[src/rtl/counter_chain_ctrl.sv]
// Sequencer for a chain of 4-bit digit counters: paces counting with a prescaler,
// computes the cascade enables and runs a one-shot load strobe per button press.
module counter_chain_ctrl #(
  parameter int NDIG     = 4,
  parameter int TICK_DIV = 100000000,
  parameter int DIV_W    = 27,
  parameter int IDX_W    = 2
) (
  input  logic              clk,
  input  logic              rst,
  input  logic              run,
  input  logic              sel,
  input  logic              updown,
  input  logic              load_req,
  input  logic [IDX_W-1:0]  load_idx,
  input  logic [4*NDIG-1:0] digits,
  output logic [NDIG-1:0]   dig_en,
  output logic [NDIG-1:0]   dig_load,
  output logic              tick,
  output logic              rollover,
  output logic              busy
);

  typedef enum logic [1:0] {STOP, RUN, LOAD, WAIT_REL} state_t;

  state_t           state_reg, state_next;
  logic [DIV_W-1:0] div_cnt_reg, div_cnt_next;
  logic             load_q_reg;
  logic             rise;
  logic             div_last;
  logic [NDIG-1:0]  term;
  logic [NDIG-1:0]  idx_hit;
  logic [NDIG:0]    chain;

  assign rise     = load_req & ~load_q_reg;
  assign div_last = (div_cnt_reg == DIV_W'(TICK_DIV - 1));

  // chain[i] is set when every digit below i sits at its terminal value
  assign chain[0] = 1'b1;
  generate
    for (genvar gi = 0; gi < NDIG; gi++) begin : g_digit
      assign term[gi] = updown ? (sel ? (digits[4*gi +: 4] == 4'd9) : (digits[4*gi +: 4] == 4'hF))
                               : (digits[4*gi +: 4] == 4'd0);
      assign chain[gi+1] = chain[gi] & term[gi];
      assign idx_hit[gi] = (load_idx == IDX_W'(gi));
    end
  endgenerate

  always_ff @(posedge clk or negedge rst) begin
    if (!rst) begin
      state_reg   <= STOP;
      div_cnt_reg <= '0;
      load_q_reg  <= 1'b0;
    end else begin
      state_reg   <= state_next;
      div_cnt_reg <= div_cnt_next;
      load_q_reg  <= load_req;
    end
  end

  always_comb begin
    state_next   = state_reg;
    div_cnt_next = div_cnt_reg;
    tick         = 1'b0;
    busy         = 1'b0;
    dig_load     = '0;
    case (state_reg)
      STOP: begin
        div_cnt_next = '0;
        if (rise)     state_next = LOAD;
        else if (run) state_next = RUN;
      end
      RUN: begin
        // a press in the tick cycle swallows that tick
        tick = div_last & ~rise;
        if (rise) begin
          state_next   = LOAD;
          div_cnt_next = '0;
        end else if (!run) begin
          state_next   = STOP;
          div_cnt_next = '0;
        end else begin
          div_cnt_next = div_last ? '0 : div_cnt_reg + 1'b1;
        end
      end
      LOAD: begin
        busy         = 1'b1;
        dig_load     = idx_hit;
        div_cnt_next = '0;
        state_next   = WAIT_REL;
      end
      WAIT_REL: begin
        busy         = 1'b1;
        div_cnt_next = '0;
        if (!load_req) state_next = run ? RUN : STOP;
      end
      default: state_next = STOP;
    endcase
  end

  assign dig_en   = {NDIG{tick}} & chain[NDIG-1:0];
  assign rollover = tick & chain[NDIG];

endmodule
[config.mk]
export PLATFORM = sky130hd
export DESIGN_NAME = counter_chain_ctrl
export DESIGN_NICKNAME = d
export VERILOG_FILES = /design/src/rtl/counter_chain_ctrl.sv
export SDC_FILE = /design/constraint.sdc
export NUM_CORES = 1
export LEC_CHECK = 0
export ABC_AREA = 1
export CAP_MARGIN = 25
export CORE_MARGIN = 8
export CORE_UTILIZATION = 45
export DETAILED_ROUTE_END_ITERATION = 6
export HOLD_SLACK_MARGIN = 0.02
export PLACE_DENSITY = 0.7
export SYNTH_ARGS = -nofsm -noshare
export SYNTH_HDL_FRONTEND = slang
export SYNTH_SLANG_ARGS = --single-unit
export TNS_END_PERCENT = 5
[constraint.sdc]
create_clock -name clk -period 1.8 [get_ports clk]
set_input_delay 0.36 -clock clk [delete_from_list [all_inputs] [get_ports clk]]
set_output_delay 0.36 -clock clk [all_outputs]
set_load 0.005 [all_outputs]
==> summary.md <==
| Metric | Value |
|---|---|
| Total number of yosys warnings | `0` |
| Routed Antenna Nets | `0` |
| Final setup fails | `6` |
| # clock sinks | `30` |
| Clk slew on worst S/H paths | `roughly 0.06 ns` |
| CP startpoint kind | `input pin` |
| Slew Viols, Final | `0` |
| Yosys cell types | `28` |
| Final net count | `roughly 420` |
| CP endpoint kind | `output pin` |
| F_max | `0.485 GHz` |
| Post-synth ARST share | `100%` |
| Avg Cell Area, Syn | `between 6 and 7 um^2` |
| First-pass GRT wire length | `~8800 um` |
| Top FF cell, synth | `dfrtp_1` |
| Drt wl/cell | `about 12 um` |
| Gpl congestion | `about 0.85` |
| Cells after Synth | `slightly above 300` |
| Drt first pass iters | `5` |
| CTS tree | `done` |
| Clock power share | `37.6%` |
| Final critical-path share of the clock period | `114%` |
| Worst EP arrival | `1.70 ns` |
| Clock Skew | `between 0.007 and 0.008 ns` |
| R2R Setup Slk | `around 0.10 ns` |
| Clock root buffer master | `clkbuf_8` |
| Place WS | `-0.664 ns` |
| Inserted Clock Buffers | `5` |
| Ant diodes | `0` |
| Detailed Place HPWL | `around 3800 um` |
| Seq/Total Area, Yosys | `~37%` |
| H-tree levels | `2` |
| Setup Crit Path Kind | `input pin to output pin` |
| Post-layout util | `slightly below 70%` |
| RSZ-0062 raised after global routing | `yes` |
| Synth top area share | `36.9%` |
| Die Ht | `approximately 83 um` |
| Cells after DPL | `between 400 and 500` |
| Most area-consuming cells after synthesis | `dfrtp_1 37%, nand2_1 16%, nor2_1 12%` |
| Largest net degree at the start of global routing | `31` |
| Tmin final | `2.06 ns` |
| Worst r2r src | `div_cnt_reg[0]` |
| Worst Hold Path EP | `load_q_reg` |
| Combinational share of power | `~23%` |
| Worst setup margin | `-0.261 ns` |
| FF-to-FF End | `div_cnt_reg[0]` |
| Die area | `just under 7000 um^2` |
| IO Port Bufs | `34` |
| Seq cells post-synth | `30` |
| Reg power frac | `between 30 and 40%` |
| Row count | `24` |
| LEAKAGE | `between 1 and 1.5 nW` |
| Die width | `approximately 83 um` |
| Sw Ratio | `a little over a quarter` |
| Most common cell in the synthesized netlist | `nand2_1` |
| Initial DRC Count | `roughly 130` |
| CTS max path bufs | `2` |
| Non-Filler Instances | `~440` |
| Worst R2R Path Depth | `9` |
| Top-level port count | `35` |
| Final hold violation count | `0` |
| Count of flip-flops with a built-in enable after synthesis | `0` |
| Slew @ Worst Pin | `0.460 ns` |
| Outcome | `finished, violations left` |
| GRT Util Overall | `15.2%` |
| CTS Hold Bufs | `0` |
| Max reg flops | `27` |
| Relative slew slack | `approximately 69%` |
| Initial core utilization | `46.7%` |
| Grt total ovfl | `0` |
| Clock latency on the worst-skew pair | `0.29 ns` |
| DR DRC count | `0` |
| PD cells | `625 nW/um^2` |
| Failing checks | `negative setup slack` |
| Initial antenna violation count | `0` |
| Syn_nets | `roughly 330` |
| Required @ worst endpoint | `~1.4 ns` |
| Vias | `2100` |
| CP Max Fanout | `6` |
| P_sw | `a little under 0.5 mW` |
| Maximum VDD drop | `0.475 mV` |
| Max-Cap Viols | `0` |
| Post-synth top area cell | `dfrtp_1` |
| Hold path cells | `1` |
| Cell area after synthesis | `approximately 2000 um^2` |
| Pwr Total | `about 1.8 mW` |
| Vias in the first global route | `just over 2000` |
| Worst Hold Launch | `load_req` |
| Share of layout cells above drive strength 1 | `25.8%` |
| Core ar. | `between 4000 and 5000 um^2` |
| Worst Hold Class | `input pin to flop` |
| DRT Wirelength | `between 5000 and 6000 um` |
| Layout fillers | `around 370` |
| Area grow syn2layout | `44.1%` |
| Pint | `approximately 1.3 mW` |
| Most common library cells after synthesis | `84 x nand2_1, 65 x nor2_1, 42 x inv_1, 30 x dfrtp_1` |
| DR vias/cell | `approximately 4.7` |
## per-stage QoR
stage	area (um^2)	hold WS, ns	setup TNS [ns]
after floorplan	2030	0.0644	0
after global placement	2720	0.511	-9.21
after detailed placement	2720	0.521	-9.57
after CTS	2880	0.470	-1.25
after global routing	2930	0.234	-1.81
final	2930	0.234	-1.18
## logic make-up (layout without fill, tap and decap cells)
family | count (synthesis) | count (layout) | synth area share, %
AO/OA/AOI/OAI | 8 | 8 | 2.40
XOR/XNOR | 10 | 10 | 4.31
adder cells (fa/ha/maj) | 1 | 1 | 0.615
buffers and inverters | 49 | 135 | 10.5
flip-flops | 30 | 30 | 36.9
AND/OR/NAND/NOR | 208 | 208 | 45.2
## worst max path at each step
stage / from / end / slack, ns
4_1_cts: div_cnt_reg[1] / rollover / -0.25
5_1_grt: digits[5] / rollover / -0.37
6_report: updown / rollover / -0.26
3_3_place_gp: updown / rollover / -0.64
3_5_place_dp: updown / rollover / -0.66
2_1_floorplan: div_cnt_reg[0] / rollover / 0.13
## cell usage in the layout, fill, tap and decap left out, types with 6 or more instances in the layout
cell | synthesis | final
nand2_1 | 84 | 83
nand3_1 | 16 | 15
inv_1 | 42 | 41
clkbuf_8 | 0 | 6
buf_4 | 1 | 48
nor2_2 | 12 | 17
dfrtp_1 | 30 | 30
nor3_1 | 16 | 13
clkdlybuf4s50_1 | 0 | 22
xor2_1 | 7 | 7
nor2_1 | 65 | 59
## per-layer routing
layer | track usage (%) | vias up | wire [um]
li1 | - | 1103 | -
met1 | 19.3 | 941 | 2430
met2 | 23.6 | 50 | 2320
met3 | 4.00 | 6 | 320
met4 | 6.07 | 0 | 68
met5 | 0 | - | 0
## worst max-delay path, cell delays in order
cell and delay, ns:
clkdlybuf4s50_1 0.49, inv_2 0.07, nor3_2 0.16, nand2_1 0.06, o21ai_1 0.09, nand2_1 0.14, nor3_4 0.18, buf_2 0.13
## power groups by stage
stage          Clock [mW]  Sequential [mW]  Combinational, mW
2_1_floorplan           0            0.740              0.225
3_3_place_gp            0            0.737              0.393
3_5_place_dp            0            0.740              0.397
4_1_cts             0.708            0.728              0.417
5_1_grt             0.737            0.735              0.467
6_report            0.689            0.731              0.412
## repair_timing
action	in CTS	in global routing
endpoints found under the setup margin	10	31
gates resized for setup	38	10
pin swaps	5	7
buffers inserted	5	1
## cell type report
type	count	area (um^2)	share of cell area (%)
Multi-Input combinational cell	227	1140	38.9
Clock buffer	6	82.6	2.82
Clock inverter	1	30.0	1.02
Timing Repair Buffer	83	691	23.6
Sequential cell	30	751	25.6
Inverter	45	171	5.85
Tap cell	52	65.1	2.22
(Power assumes the default switching activity.)
